$ cat src/rtl/pipe_hazard_ctrl_pkg.sv
// Shared types and defaults for the pipeline hazard controller: stage indices,
// operating modes and the per-mode control-word helper.
package pipe_hazard_ctrl_pkg;

  localparam int NUM_REGS_DEF = 16;
  localparam int REG_AW_DEF   = 4;
  localparam int MUL_LAT_DEF  = 4;
  localparam int CNT_W_DEF    = 32;

  localparam int STG_IF  = 0;
  localparam int STG_ID  = 1;
  localparam int STG_EX  = 2;
  localparam int STG_MEM = 3;
  localparam int STG_WB  = 4;

  typedef enum logic [1:0] {
    MODE_RUN,
    MODE_STALL,
    MODE_FLUSH,
    MODE_BUSY
  } mode_e;

  typedef struct packed {
    logic [4:0] en;
    logic       if_id_flush;
    logic       id_ex_bubble;
    logic       ex_mem_bubble;
  } ctl_t;

  function automatic ctl_t mode_ctl(input mode_e m);
    ctl_t c;
    c.en            = '1;
    c.if_id_flush   = 1'b0;
    c.id_ex_bubble  = 1'b0;
    c.ex_mem_bubble = 1'b0;
    case (m)
      MODE_BUSY: begin
        // Front end frozen behind the multi-cycle op; back end drains.
        c.en[STG_IF]    = 1'b0;
        c.en[STG_ID]    = 1'b0;
        c.en[STG_EX]    = 1'b0;
        c.ex_mem_bubble = 1'b1;
      end
      MODE_FLUSH: begin
        c.if_id_flush  = 1'b1;
        c.id_ex_bubble = 1'b1;
      end
      MODE_STALL: begin
        c.en[STG_IF]   = 1'b0;
        c.en[STG_ID]   = 1'b0;
        c.id_ex_bubble = 1'b1;
      end
      default: ;
    endcase
    return c;
  endfunction

endpackage

$ cat src/rtl/pipe_hazard_ctrl_scoreboard.sv
// Pending-write scoreboard: one bit per register, set on issue, cleared on WB
// (set wins on collision); pend_eff exposes WB write-through in the same cycle.
module pipe_hazard_ctrl_scoreboard #(
  parameter int NUM_REGS = 16,
  parameter int REG_AW   = 4
) (
  input  logic                i_clk,
  input  logic                i_rst_n,
  input  logic                i_set_vld,
  input  logic [REG_AW-1:0]   i_set_idx,
  input  logic                i_clr_vld,
  input  logic [REG_AW-1:0]   i_clr_idx,
  output logic [NUM_REGS-1:0] o_pend_eff
);

  logic [NUM_REGS-1:0] r_pend;
  logic [NUM_REGS-1:0] w_set_mask;
  logic [NUM_REGS-1:0] w_clr_mask;

  // r0 is hardwired, so it is never allowed to become pending.
  assign w_set_mask = (i_set_vld && i_set_idx != '0) ? (NUM_REGS'(1) << i_set_idx) : '0;
  assign w_clr_mask = i_clr_vld ? (NUM_REGS'(1) << i_clr_idx) : '0;
  assign o_pend_eff = r_pend & ~w_clr_mask;

  always_ff @(posedge i_clk) begin
    if (!i_rst_n) begin
      r_pend <= '0;
    end else begin
      r_pend <= (r_pend & ~w_clr_mask) | w_set_mask;
    end
  end

endmodule

$ cat src/rtl/pipe_hazard_ctrl.sv
// 5-stage pipeline enable/flush/bubble generator; outputs are combinational (0-cycle),
// busy > branch flush > RAW/WAW stall > run. Optional counters: PIPE_HAZARD_PERF_EN.
module pipe_hazard_ctrl
  import pipe_hazard_ctrl_pkg::*;
#(
  parameter int NUM_REGS = NUM_REGS_DEF,
  parameter int REG_AW   = REG_AW_DEF,
  parameter int MUL_LAT  = MUL_LAT_DEF
`ifdef PIPE_HAZARD_PERF_EN
  ,
  parameter int CNT_W    = CNT_W_DEF
`endif
) (
  input  logic              i_clk,
  input  logic              i_rst_n,
  input  logic              i_id_valid,
  input  logic [REG_AW-1:0] i_id_rs1,
  input  logic [REG_AW-1:0] i_id_rs2,
  input  logic              i_id_rs1_used,
  input  logic              i_id_rs2_used,
  input  logic [REG_AW-1:0] i_id_rd,
  input  logic              i_id_wr,
  input  logic              i_id_multi,
  input  logic              i_ex_branch_taken,
  input  logic              i_wb_wr,
  input  logic [REG_AW-1:0] i_wb_rd,
`ifdef PIPE_HAZARD_PERF_EN
  output logic [CNT_W-1:0]  o_stall_cycles,
  output logic [CNT_W-1:0]  o_flush_count,
`endif
  output logic              o_if_en,
  output logic              o_id_en,
  output logic              o_ex_en,
  output logic              o_mem_en,
  output logic              o_wb_en,
  output logic              o_if_id_flush,
  output logic              o_id_ex_bubble,
  output logic              o_ex_mem_bubble
);

  localparam int BW = $clog2(MUL_LAT);

  logic [BW-1:0]       r_busy_cnt;
  logic [NUM_REGS-1:0] w_pend_eff;
  logic                w_busy;
  logic                w_hazard;
  logic                w_issue;
  mode_e               w_mode;
  ctl_t                w_ctl;

  assign w_busy   = (r_busy_cnt != '0);
  assign w_hazard = i_id_valid &
                    ((i_id_rs1_used & w_pend_eff[i_id_rs1]) |
                     (i_id_rs2_used & w_pend_eff[i_id_rs2]) |
                     (i_id_wr       & w_pend_eff[i_id_rd]));
  assign w_issue  = i_rst_n & i_id_valid & (w_mode == MODE_RUN);

  always_comb begin
    w_mode = MODE_RUN;
    if (w_busy)                 w_mode = MODE_BUSY;
    else if (i_ex_branch_taken) w_mode = MODE_FLUSH;
    else if (w_hazard)          w_mode = MODE_STALL;
    w_ctl = mode_ctl(w_mode);
    if (!i_rst_n) begin
      w_ctl.en            = '0;
      w_ctl.if_id_flush   = 1'b1;
      w_ctl.id_ex_bubble  = 1'b1;
      w_ctl.ex_mem_bubble = 1'b1;
    end
  end

  assign o_if_en         = w_ctl.en[STG_IF];
  assign o_id_en         = w_ctl.en[STG_ID];
  assign o_ex_en         = w_ctl.en[STG_EX];
  assign o_mem_en        = w_ctl.en[STG_MEM];
  assign o_wb_en         = w_ctl.en[STG_WB];
  assign o_if_id_flush   = w_ctl.if_id_flush;
  assign o_id_ex_bubble  = w_ctl.id_ex_bubble;
  assign o_ex_mem_bubble = w_ctl.ex_mem_bubble;

  pipe_hazard_ctrl_scoreboard #(
    .NUM_REGS (NUM_REGS),
    .REG_AW   (REG_AW)
  ) u_sb (
    .i_clk      (i_clk),
    .i_rst_n    (i_rst_n),
    .i_set_vld  (w_issue & i_id_wr),
    .i_set_idx  (i_id_rd),
    .i_clr_vld  (i_wb_wr),
    .i_clr_idx  (i_wb_rd),
    .o_pend_eff (w_pend_eff)
  );

  always_ff @(posedge i_clk) begin
    if (!i_rst_n) begin
      r_busy_cnt <= '0;
    end else if (w_busy) begin
      r_busy_cnt <= r_busy_cnt - BW'(1);
    end else if (w_issue && i_id_multi) begin
      r_busy_cnt <= BW'(MUL_LAT - 1);
    end
  end

`ifdef PIPE_HAZARD_PERF_EN
  logic [CNT_W-1:0] r_stall_cycles;
  logic [CNT_W-1:0] r_flush_count;

  always_ff @(posedge i_clk) begin
    if (!i_rst_n) begin
      r_stall_cycles <= '0;
      r_flush_count  <= '0;
    end else begin
      if (!w_ctl.en[STG_IF] && r_stall_cycles != '1)
        r_stall_cycles <= r_stall_cycles + CNT_W'(1);
      if (w_mode == MODE_FLUSH && r_flush_count != '1)
        r_flush_count <= r_flush_count + CNT_W'(1);
    end
  end

  assign o_stall_cycles = r_stall_cycles;
  assign o_flush_count  = r_flush_count;
`endif

endmodule
$ cat config.mk
export PLATFORM = sky130hd
export DESIGN_NAME = pipe_hazard_ctrl
export DESIGN_NICKNAME = d
export VERILOG_FILES = /design/src/rtl/pipe_hazard_ctrl_pkg.sv /design/src/rtl/pipe_hazard_ctrl_scoreboard.sv /design/src/rtl/pipe_hazard_ctrl.sv
export SDC_FILE = /design/constraint.sdc
export NUM_CORES = 1
export LEC_CHECK = 0
export BUFFER_PORTS_ARGS = -buffer_cell sky130_fd_sc_hd__buf_4
export CAP_MARGIN = 20
export CORE_AREA = 2 2 82 53
export DETAILED_ROUTE_END_ITERATION = 10
export DIE_AREA = 0 0 84 55
export PLACE_DENSITY_LB_ADDON = 0.3
export SLEW_MARGIN = 0
export SYNTH_ARGS = -nofsm -noshare
export SYNTH_HDL_FRONTEND = slang
export SYNTH_SLANG_ARGS = --single-unit
$ cat constraint.sdc
create_clock -name i_clk -period 6.4 [get_ports i_clk]
set_input_delay 0.96 -clock i_clk [delete_from_list [all_inputs] [get_ports i_clk]]
set_output_delay 0.96 -clock i_clk [all_outputs]
set_load 0.01 [all_outputs]
==> run metrics, run 1 <==
outcome finished clean; initial antenna violation count 0; number of flops mapped to enable cells by yosys 0; number of antenna-violating nets in the routed design 0; Largest stage delay, worst path 470 ps; starting utilization of the core area between 30% and 40%; top flip-flop cell by instance count after synthesis sky130_fd_sc_hd__dfxtp_1; delay-heaviest family, CP multiplexers; Root Buffer Master sky130_fd_sc_hd__clkbuf_8; placeable core area 3900 µm²; CTS buffer count 3; Worst Hold Launch r_busy_cnt[1]; remaining max-slew budget at the tightest pin 52.3%; total die area 4620 µm²; cell repeated most along the worst path sky130_fd_sc_hd__buf_4; net count of the finished layout 242; reg-to-reg setup timing slack between 3000 and 4000 ps; Clk Latency, worst-skew pair about 260 ps; post_cts resized 0; total vias in the final route 1541; number of warnings issued by yosys 0; Final Worst Setup Slack between 2000 and 2500 ps; Hold Crit Class flop to flop; Critical Path RT 5440 ps; first-pass iteration count of the detailed router 4; syn avg cell area slightly below 8 µm²; number of antenna cells inserted 0; final-layout fill cell count 372; Max Freq about 0.23 GHz; worst min-delay path endpoint r_busy_cnt[1]; RR Startpoint u_sb.r_pend[11]; largest cells by area after synthesis sky130_fd_sc_hd__dfxtp_1, sky130_fd_sc_hd__o211ai_1, sky130_fd_sc_hd__nor2_1; kind of launch point of the worst setup path primary input; via-per-instance ratio 5.86; DR WL/cell 16.1 µm; Reg clk slew, reported paths about 60 ps; Total Negative Setup Slacks 0 ps; flip-flop and latch count after synthesis 18; via count of the first global-routing pass 1300; final number of max-transition violations 0; die width between 80 and 90 µm; Site Rows 18; critical-path maximum fanout 13; dpl ws 2180 ps; Max Cap Viol 0; sort of element at the end of the critical path output pin; die height 55 µm; unique cell type count in the Yosys netlist 49; worst hold margin 498 ps; count of unresolved DRC violations after routing 0; wirelength, routed ~4200 µm; fin crit period 4260 ps; violation count after the first detailed-route iteration 119; fraction of layout instances using a drive strength above 1 23.5%; post-route cell area 1790 µm²; net count after synthesis 216; count of mapped cells out of synthesis approximately 190; Yosys top cell by area sky130_fd_sc_hd__dfxtp_1; Fin Clk Skew 4.25 ps; maximum number of pins on one net before global-route repair 20; slew at the pin with the worst max-slew slack 709 ps; maximum buffer depth of the clock tree 2; RSZ-0062 raised after global routing false; I/O Pins 33; Yosys top cell area share between 20% and 30%; overall overflow remaining after global route 0; Post-CTS Setup Repair Bufs 0; Worst Path Class, Setup primary input to output pin; final worst path period share roughly 67%; Leak 0.638 nW; depth of the worst register-to-register path 11; hold buffer count at CTS 0; number of hold-slack violations in the final timing report 0; share of synthesized flip-flops with an asynchronous set or reset 0%; Worst IR Drop VDD between 0.0001 and 0.00015 V; synthesized area 1490 µm²; number of instances on the worst hold path 2; synthesis-to-finish area growth 19.8%; sequential area share after synthesis 24.2%; Clock Sinks 18; Overall Global Routing Usage 19.2%; slowest cell on the critical path sky130_fd_sc_hd__mux4_2; CTS tree done; weighted congestion reported at the end of routability-driven placement 0.929; total of endpoints with negative setup slack in the final report 0; cell-by-cell trace of the critical path buf_4, nand3_1, o21ai_2, mux2_2, mux4_2, a211oi_2, nor3_1, ha_1, nand2b_1, buf_4; worst r2r dst u_sb.r_pend[12]; number of I/O port buffers 32; first-pass GRT wire length roughly 6700 µm; detailed placement HPWL roughly 3300 µm; placed inst area 1730 µm²; endpoint arrival time on the critical path 3300 ps; Crit path buffers/inverters 2; Power Dens Cells 195 nW/µm²; H-Tree Depth 1
## cell type report
type | instances | area (µm²) | area share [%]
multi-input combinational | 148 | 1030 | 57.5
sequential | 18 | 360 | 20.2
timing repair buffer | 32 | 240 | 13.4
tap | 50 | 62.6 | 3.50
clock buffer | 4 | 55.1 | 3.08
inverter | 11 | 41.3 | 2.31
## where the power goes
group	internal, mW	switching [mW]
combinational	0.0601	0.0743
sequential	0.118	0.00220
clock	0.0547	0.0383
total	0.233	0.115
## state kept, by name, summed over array words and instances, names as in the netlist
| signal | cells |
|---|---|
| r_busy_cnt | 2 |
| u_sb.r_pend | 16 |
## through the flow
| step | power, mW | util, % | instances |
|---|---|---|---|
| finish | 0.348 | 45.9 | 263 |
| CTS | 0.349 | 45.9 | 263 |
| global route | 0.372 | 45.9 | 263 |
| floorplan | 0.207 | - | 188 |
| global placement | 0.256 | 44.4 | 259 |
| detailed placement | 0.257 | 44.4 | 259 |
## cells in the mapped netlist (2+ instances only)
| cell | n |
|---|---|
| sky130_fd_sc_hd__o21ai_0 | 3 |
| sky130_fd_sc_hd__o21a_1 | 9 |
| sky130_fd_sc_hd__clkbuf_1 | 5 |
| sky130_fd_sc_hd__ha_1 | 3 |
| sky130_fd_sc_hd__nand2_1 | 12 |
| sky130_fd_sc_hd__dfxtp_1 | 18 |
| sky130_fd_sc_hd__mux2i_1 | 3 |
| sky130_fd_sc_hd__a41oi_1 | 2 |
| sky130_fd_sc_hd__or3_1 | 6 |
| sky130_fd_sc_hd__buf_4 | 3 |
| sky130_fd_sc_hd__nor2b_1 | 3 |
| sky130_fd_sc_hd__a21oi_1 | 6 |
| sky130_fd_sc_hd__mux2_1 | 2 |
| sky130_fd_sc_hd__o31ai_1 | 4 |
| sky130_fd_sc_hd__clkinv_1 | 2 |
| sky130_fd_sc_hd__mux4_2 | 3 |
| sky130_fd_sc_hd__buf_2 | 2 |
| sky130_fd_sc_hd__o211ai_1 | 11 |
| sky130_fd_sc_hd__nand4_1 | 3 |
| sky130_fd_sc_hd__inv_1 | 9 |
| sky130_fd_sc_hd__nor3_1 | 3 |
| sky130_fd_sc_hd__nand2b_1 | 8 |
| sky130_fd_sc_hd__o2111ai_1 | 8 |
| sky130_fd_sc_hd__nor2_1 | 20 |
| sky130_fd_sc_hd__o311ai_0 | 3 |
| sky130_fd_sc_hd__mux2_2 | 2 |
| sky130_fd_sc_hd__o21ai_1 | 7 |
| sky130_fd_sc_hd__nand3_1 | 7 |
## worst max path at each step
stage                     end  slack [ps]        from  cells past startpoint
5_1_grt               o_ex_en        1980  i_wb_rd[2]                     11
2_1_floorplan         o_ex_en        2510  i_wb_rd[3]                     10
6_report       o_id_ex_bubble        2140  i_wb_rd[2]                     10
3_3_place_gp   o_id_ex_bubble        2150  i_wb_rd[2]                     10
4_1_cts        o_id_ex_bubble        2170  i_wb_rd[2]                     10
3_5_place_dp   o_id_ex_bubble        2180  i_wb_rd[2]                     10
## logic make-up (layout without fill, tap and decap cells)
kind of cell | after synthesis | after routing | synth area share [%]
AOI/OAI and AO/OA | 63 | 63 | 31.8
and+or+nand+nor | 72 | 72 | 25.0
DFF | 18 | 18 | 24.2
adders and majority gates | 3 | 3 | 2.52
buffers and inverters | 22 | 47 | 6.96
muxes | 10 | 10 | 9.56
## worst reg2reg max path: cells and delay by family (launching register included)
kind	cells	cell delay, ps
compound gates	3	550
fa+ha+maj	1	250
buf+inv	1	70
flops	1	380
mux	2	790
simple gates	4	480
## per-layer routing
metal | share of wire, % | vias to the layer above | global-route usage (%)
li1 | - | 763 | -
met1 | 49 | 699 | 30.3
met2 | 37 | 76 | 25.5
met3 | 13 | 3 | 4.75
met4 | 0.38 | 0 | 3.49
met5 | 0 | - | 0
## placed cells by master, fill, tap and decap left out, drive strengths merged, types with 2 or more instances in the layout
cell     instances
or2              2
dfxtp           18
a211oi           2
a21oi            6
mux4             3
nand2b           9
nand3b           2
mux2i            3
clkinv           2
buf             32
o21ai           11
nor2b            3
nand2           13
o31ai            5
nand3            7
inv              9
nor2            20
mux2             4
o311ai           3
nand4            3
a41oi            2
nor3             3
o21a             9
clkbuf           4
ha               3
or3              6
o2111ai          8
o211ai          11
Note: power is estimated with default switching activity, not from simulation.
==> run 2, diff against run 1 <==
==> constraint.sdc (replaced) <==
create_clock -name i_clk -period 4.1 [get_ports i_clk]
set_input_delay 0.615 -clock i_clk [delete_from_list [all_inputs] [get_ports i_clk]]
set_output_delay 0.615 -clock i_clk [all_outputs]
set_load 0.01 [all_outputs]
==> run 2 against run 1 <==
Effect of this change:
- non-clock buffer count increased by 1
- register-to-register slack worse by 2300 ps
- core utilization rose by 0.19 points
- first-iteration DRC count increased by 23%
- critical endpoint unchanged
- largest power group unchanged
==> run metrics, run 2 (synthesis results as in run 1) <==
outcome finished clean; via count of the first global-routing pass 1385 (+6.5%); Worst IR Drop VDD 0.000263 V (+110%); leading cell type in the layout, fill and taps excluded sky130_fd_sc_hd__buf_4; commonest cells after routing, fill and taps aside sky130_fd_sc_hd__buf_4, sky130_fd_sc_hd__nor2_1, sky130_fd_sc_hd__dfxtp_1; initial antenna violation count 0 (unchanged); worst r2r dst u_sb.r_pend[12]; Post-Route Utilization 46.1% (+0.19 points); final-layout fill cell count 396 (+6.5%); total vias in the final route 1574 (+2.1%); hold buffer count at CTS 0 (unchanged); via-per-instance ratio 5.96 (+1.8%); Root Buffer Master sky130_fd_sc_hd__clkbuf_8; number of instances on the worst hold path 2 (unchanged); Worst Hold Launch r_busy_cnt[1]; Power Dens Cells 300 nW/µm² (+54%); Fin Clk Skew 8.66 ps (+4.41 ps); total of endpoints with negative setup slack in the final report 0 (unchanged); net count of the finished layout 243 (+0.41%); RSZ-0062 raised after global routing false; Total Negative Setup Slacks 0 ps (unchanged); detailed placement HPWL 3500 µm (+5.2%); weighted congestion reported at the end of routability-driven placement 0.903 (-2.8%); post-route cell area 1790 µm² (+0.42%); count of unresolved DRC violations after routing 0 (unchanged); Max Cap Viol 0 (unchanged); Reg clk slew, reported paths 60 ps (about the same); CTS tree done; placed inst area 1740 µm² (+0.43%); maximum number of pins on one net before global-route repair 20 (unchanged); placeable core area 3900 µm² (unchanged); CTS buffer count 3 (unchanged); DR WL/cell 16.8 µm (+4.3%); leading registers by flop count u_sb.r_pend (16), r_busy_cnt (2); Hold Crit Class flop to flop; sort of element at the end of the critical path output pin; fraction of layout instances using a drive strength above 1 23.8% (+0.36 points); overall overflow remaining after global route 0 (unchanged); violation count after the first detailed-route iteration 146 (+23%); worst hold margin 497 ps (-0.817 ps); synthesis-to-finish area growth 20.3%; Worst Path Class, Setup primary input to output pin; Overall Global Routing Usage 19.6% (+0.46 points); reg-to-reg setup timing slack 1460 ps (-2290 ps); first-pass GRT wire length 7020 µm (+4.4%); number of hold-slack violations in the final timing report 0 (unchanged); slew at the pin with the worst max-slew slack 635 ps (-73.7 ps); total die area 4620 µm² (unchanged); critical-path maximum fanout 13 (unchanged); die width 84 µm (unchanged); H-Tree Depth 1 (unchanged); depth of the worst register-to-register path 11 (unchanged); die height 55 µm (unchanged); Site Rows 18 (unchanged); kind of launch point of the worst setup path primary input; wirelength, routed 4430 µm (+4.7%); remaining max-slew budget at the tightest pin 57.1% (+4.8 points); worst min-delay path endpoint r_busy_cnt[1]; number of I/O port buffers 32 (unchanged); endpoint arrival time on the critical path 2920 ps (-380 ps); maximum buffer depth of the clock tree 2 (unchanged); Post-CTS Setup Repair Bufs 0 (unchanged); final number of max-transition violations 0 (unchanged); Largest register FFs 16 (unchanged); Max Freq 0.283 GHz; fin crit period 3530 ps; Critical Path RT 3480 ps (-1960 ps); Worst setup startpoint i_wb_rd[2]; Clock Sinks 18 (unchanged); starting utilization of the core area 38.3% (unchanged); number of antenna-violating nets in the routed design 0 (unchanged); I/O Pins 33 (unchanged); first-pass iteration count of the detailed router 4 (unchanged); multi-input logic area 1030 µm² (unchanged); Clk Latency, worst-skew pair 250 ps (about the same); Leak 0.642 nW (+0.65%); final worst path period share 86.2%; Storage cell area 360 µm² (unchanged); number of antenna cells inserted 0 (unchanged); post_cts resized 0 (unchanged); Reg with most FFs u_sb.r_pend; RR Startpoint u_sb.r_pend[11]
[run 2: cell count changes in the layout (fill, tap and decap cells not counted)]
cell | before | now
sky130_fd_sc_hd__buf_4 | 32 | 33
[run 2: where the power goes]
| group | switching [mW] | internal, mW | total, mW |
|---|---|---|---|
| combinational | 0.116 | 0.0937 | 0.210 |
| sequential | 0.00303 | 0.185 | 0.188 |
| clock | 0.0550 | 0.0851 | 0.140 |
[run 2: final cells by class]
cell class / instances / share of cell area (%)
repair buffers: 33 / 13.8
well taps: 50 / 3.49
inverters: 11 / 2.30
flip-flops and latches: 18 / 20.1
multi-input cells: 148 / 57.3
clock buffers: 4 / 3.07
[run 2: worst max-delay path by stage]
| stage | endpoint | slack (ps) | cells past startpoint |
|---|---|---|---|
| after global placement | o_id_ex_bubble | 600 | 10 |
| after CTS | o_id_ex_bubble | 570 | 10 |
| after detailed placement | o_id_ex_bubble | 570 | 10 |
| after global routing | o_id_ex_bubble | 410 | 10 |
| final | o_id_ex_bubble | 570 | 10 |
| after floorplan | o_ex_en | 900 | 10 |
[run 2: per-layer routing]
metal / global-route usage [%] / routed length (µm)
met1: 29.5 / 2290
met2: 28.1 / 1640
met3: 5.19 / 468
met4: 3.49 / 24
met5: 0 / 0
[run 2: critical path, stage by stage]
cell                       delay (ps)
sky130_fd_sc_hd__buf_4            160
sky130_fd_sc_hd__nand3_1          270
sky130_fd_sc_hd__o21ai_2          150
sky130_fd_sc_hd__mux2_2           270
sky130_fd_sc_hd__mux4_2           460
sky130_fd_sc_hd__a211oi_2         320
sky130_fd_sc_hd__nor3_1            90
sky130_fd_sc_hd__ha_1             300
sky130_fd_sc_hd__nand2b_1         130
sky130_fd_sc_hd__buf_4            140
[run 2: stage by stage]
stage	total power [mW]	setup slack [ps]	std cells
2_1_floorplan	0.323	896	188
3_3_place_gp	0.402	596	260
3_5_place_dp	0.401	573	260
4_1_cts	0.542	567	264
5_1_grt	0.570	411	264
6_report	0.538	566	264
==> run 3, diff against run 2 <==
--- a/config.mk
+++ b/config.mk
@@ -5,11 +5,12 @@
 export SDC_FILE = /design/constraint.sdc
 export NUM_CORES = 1
 export LEC_CHECK = 0
-export BUFFER_PORTS_ARGS = -buffer_cell sky130_fd_sc_hd__buf_4
+export ABC_AREA = 1
+export BUFFER_PORTS_ARGS = -buffer_cell sky130_fd_sc_hd__buf_2
 export CAP_MARGIN = 20
-export CORE_AREA = 2 2 82 53
+export CORE_AREA = 2 2 81 52
 export DETAILED_ROUTE_END_ITERATION = 10
-export DIE_AREA = 0 0 84 55
+export DIE_AREA = 0 0 83 54
 export PLACE_DENSITY_LB_ADDON = 0.3
 export SLEW_MARGIN = 0
 export SYNTH_ARGS = -nofsm -noshare
==> run 3 against run 2 <==
Effect of this change:
- design area fell by 7.4%
- synthesized area fell by 4.4%
- setup slack better by 240 ps
- worst hold slack better by 12 ps
- via count increased by 9.3%
- first-iteration DRC count increased by 29%
- synthesized cell count grew 34%
- critical path depth up 7
- critical path type unchanged
- largest power group is now sequential cells
- highest routed layer unchanged
==> run metrics, run 3 <==
Max Freq 0.304 GHz (+7.3%); via count of the first global-routing pass 1413 (+2.0%); Fin Clk Skew 3.99 ps (-4.67 ps); cell repeated most along the worst path sky130_fd_sc_hd__nand2_1; DR WL/cell 12.5 µm (-25%); syn avg cell area 5.66 µm² (-29%); number of antenna-violating nets in the routed design 0 (unchanged); outcome finished clean; unique cell type count in the Yosys netlist 17 (-65%); sequential area share after synthesis 25.3% (+1.1 points); number of antenna cells inserted 0 (unchanged); CTS tree done; overall overflow remaining after global route 0 (unchanged); Yosys top cell area share 28.1% (+3.9 points); Total Negative Setup Slacks 0 ps (unchanged); cell internal power dissipation 337 µW (-7.2%); cell-by-cell trace of the critical path buf_2, nor2_1, nand3_1, nand2_1, nand2_1, nand2_1, nor2_1, nand2_1, nand3_1, nand3_1, nand3_1, nand2_1, nand2_1, inv_1, ha_1, or2_2, buf_2; total die area 4480 µm² (-3.0%); Worst Hold Launch r_busy_cnt[0]; Power Dens Cells 308 nW/µm² (+2.8%); Leak 0.753 nW (+17%); synthesized area 1430 µm² (-4.4%); weighted congestion reported at the end of routability-driven placement 0.894 (-1.0%); share of synthesized flip-flops with an asynchronous set or reset 0% (unchanged); Largest register FFs 16 (unchanged); total vias in the final route 1720 (+9.3%); slew at the pin with the worst max-slew slack 783 ps (+148 ps); Worst IR Drop VDD 0.000162 V (-38%); Reg clk slew, reported paths 70 ps (about the same); via-per-instance ratio 5.21 (-13%); remaining max-slew budget at the tightest pin 47.4% (-9.7 points); wirelength, routed 4130 µm (-6.8%); number of hold-slack violations in the final timing report 0 (unchanged); maximum buffer depth of the clock tree 2 (unchanged); starting utilization of the core area 37.0% (-1.2 points); RR Startpoint u_sb.r_pend[8]; Max Cap Viol 0 (unchanged); depth of the worst register-to-register path 18 (+7); Largest stage delay, worst path 290 ps (-170 ps); fraction of layout instances using a drive strength above 1 13.9% (-9.9 points); sequential cell fraction of total power 37.1% (+2.2 points); slowest cell on the critical path sky130_fd_sc_hd__or2_2; Yosys top cell by area sky130_fd_sc_hd__nand3_1; Hold Crit Class flop to flop; number of I/O port buffers 32 (unchanged); first-pass iteration count of the detailed router 5 (+1); number of warnings issued by yosys 0 (unchanged); Overall Global Routing Usage 18.9% (-0.71 points); violation count after the first detailed-route iteration 188 (+29%); net count after synthesis 280 (+30%); count of mapped cells out of synthesis 252 (+34%); most repeated cell in the gate-level netlist after synthesis sky130_fd_sc_hd__nand3_1; post_cts resized 0 (unchanged); total design power 512 µW (-4.8%); critical-path maximum fanout 4 (-9); maximum number of pins on one net before global-route repair 21 (+5.0%); initial antenna violation count 0 (unchanged); list of most frequent post-synthesis cells sky130_fd_sc_hd__nand3_1, sky130_fd_sc_hd__nand2_1, sky130_fd_sc_hd__inv_1; top flip-flop cell by instance count after synthesis sky130_fd_sc_hd__dfxtp_1; number of instances on the worst hold path 2 (unchanged); RSZ-0062 raised after global routing false; largest cells by area after synthesis sky130_fd_sc_hd__nand3_1, sky130_fd_sc_hd__dfxtp_1, sky130_fd_sc_hd__nand2_1; Site Rows 18 (unchanged); kind of launch point of the worst setup path primary input; Clock power frac 28.5% (+2.4 points); Worst setup startpoint i_wb_rd[0]; count of unresolved DRC violations after routing 0 (unchanged); placeable core area 3850 µm² (-1.2%); total of endpoints with negative setup slack in the final report 0 (unchanged); Clk Latency, worst-skew pair 250 ps (about the same); P_sw 174 µW (+0.12%); Reg with most FFs u_sb.r_pend; first-pass GRT wire length 6790 µm (-3.3%); flip-flop and latch count after synthesis 18 (unchanged); final number of max-transition violations 0 (unchanged); die width 83 µm (-1.2%); CTS buffer count 3 (unchanged); synthesis-to-finish area growth 16.5%; die height 54 µm (-1.8%); Clock Sinks 18 (unchanged); combinational group share of total power 34.4% (-4.6 points); hold buffer count at CTS 0 (unchanged); number of flops mapped to enable cells by yosys 0 (unchanged); leading registers by flop count u_sb.r_pend (16), r_busy_cnt (2); I/O Pins 33 (unchanged); final worst path period share 80.3% (-5.9 points); Critical Path RT 3480 ps (about the same); fin crit period 3290 ps (-241 ps); endpoint arrival time on the critical path 2680 ps (-240 ps); worst hold margin 510 ps (+12.5 ps); commonest cells after routing, fill and taps aside sky130_fd_sc_hd__nand3_1, sky130_fd_sc_hd__nand2_1, sky130_fd_sc_hd__buf_2; detailed placement HPWL 3440 µm (-1.8%); Switching Fraction 34.1% (+1.7 points); H-Tree Depth 1 (unchanged); Root Buffer Master sky130_fd_sc_hd__clkbuf_8; sort of element at the end of the critical path output pin; Post-CTS Setup Repair Bufs 0 (unchanged); reg-to-reg setup timing slack 1620 ps (+160 ps); leading cell type in the layout, fill and taps excluded sky130_fd_sc_hd__nand3_1; Worst Path Class, Setup primary input to output pin; net count of the finished layout 309 (+27%)
## run 3: path summary, 6_finish.rpt
path,endpoint
setup / recovery,o_id_ex_bubble
hold reg to reg,r_busy_cnt[0]
setup reg to reg,u_sb.r_pend[6]
hold / removal,r_busy_cnt[0]
## run 3: power by group through the flow
stage	Sequential [mW]	Clock, mW	Combinational, mW
4_1_cts	0.190	0.147	0.177
3_5_place_dp	0.194	0	0.176
2_1_floorplan	0.193	0	0.125
5_1_grt	0.192	0.155	0.210
6_report	0.190	0.146	0.176
3_3_place_gp	0.194	0	0.178
## run 3: through the flow
| stage | cell area, µm² | worst slack, ps | util [%] | std cells |
|---|---|---|---|---|
| 2_1_floorplan | 1430 | 1230 | - | 252 |
| 3_3_place_gp | 1610 | 869 | 41.7 | 326 |
| 4_1_cts | 1660 | 843 | 43.1 | 330 |
| 3_5_place_dp | 1610 | 834 | 41.7 | 326 |
| 5_1_grt | 1660 | 595 | 43.1 | 330 |
| 6_report | 1660 | 807 | 43.1 | 330 |
## run 3: worst max-delay path, delay by kind of cell
kind          cells  cell delay (ps)
fa+ha+maj         1              220
simple gates     13             1530
buf+inv           3              330
## run 3: final cells by class
class	instances	area, µm²
fill	423	2190
multi-input combinational	194	903
sequential	18	360
timing repair buffer	32	160
inverter	32	120
tap	50	62.6
clock buffer	4	55.1
## run 3: cells by family after synthesis
family                   count (synthesis)  share of synthesized area, %
flip-flops                              18                          25.3
AO/OA/AOI/OAI                           25                          8.77
buffers and inverters                   40                          11.4
AND/OR/NAND/NOR                        166                          51.9
adder cells (fa/ha/maj)                  3                          2.63
## run 3: metal layers
layer | wire (µm) | vias to the layer above | track usage, % | share of wire, %
met2 | 1490 | 106 | 26.7 | 36
met5 | 0 | - | 0 | 0
met3 | 459 | 10 | 5.37 | 11
met1 | 2120 | 718 | 28.6 | 51
li1 | - | 886 | - | -
met4 | 52 | 0 | 2.46 | 1.3
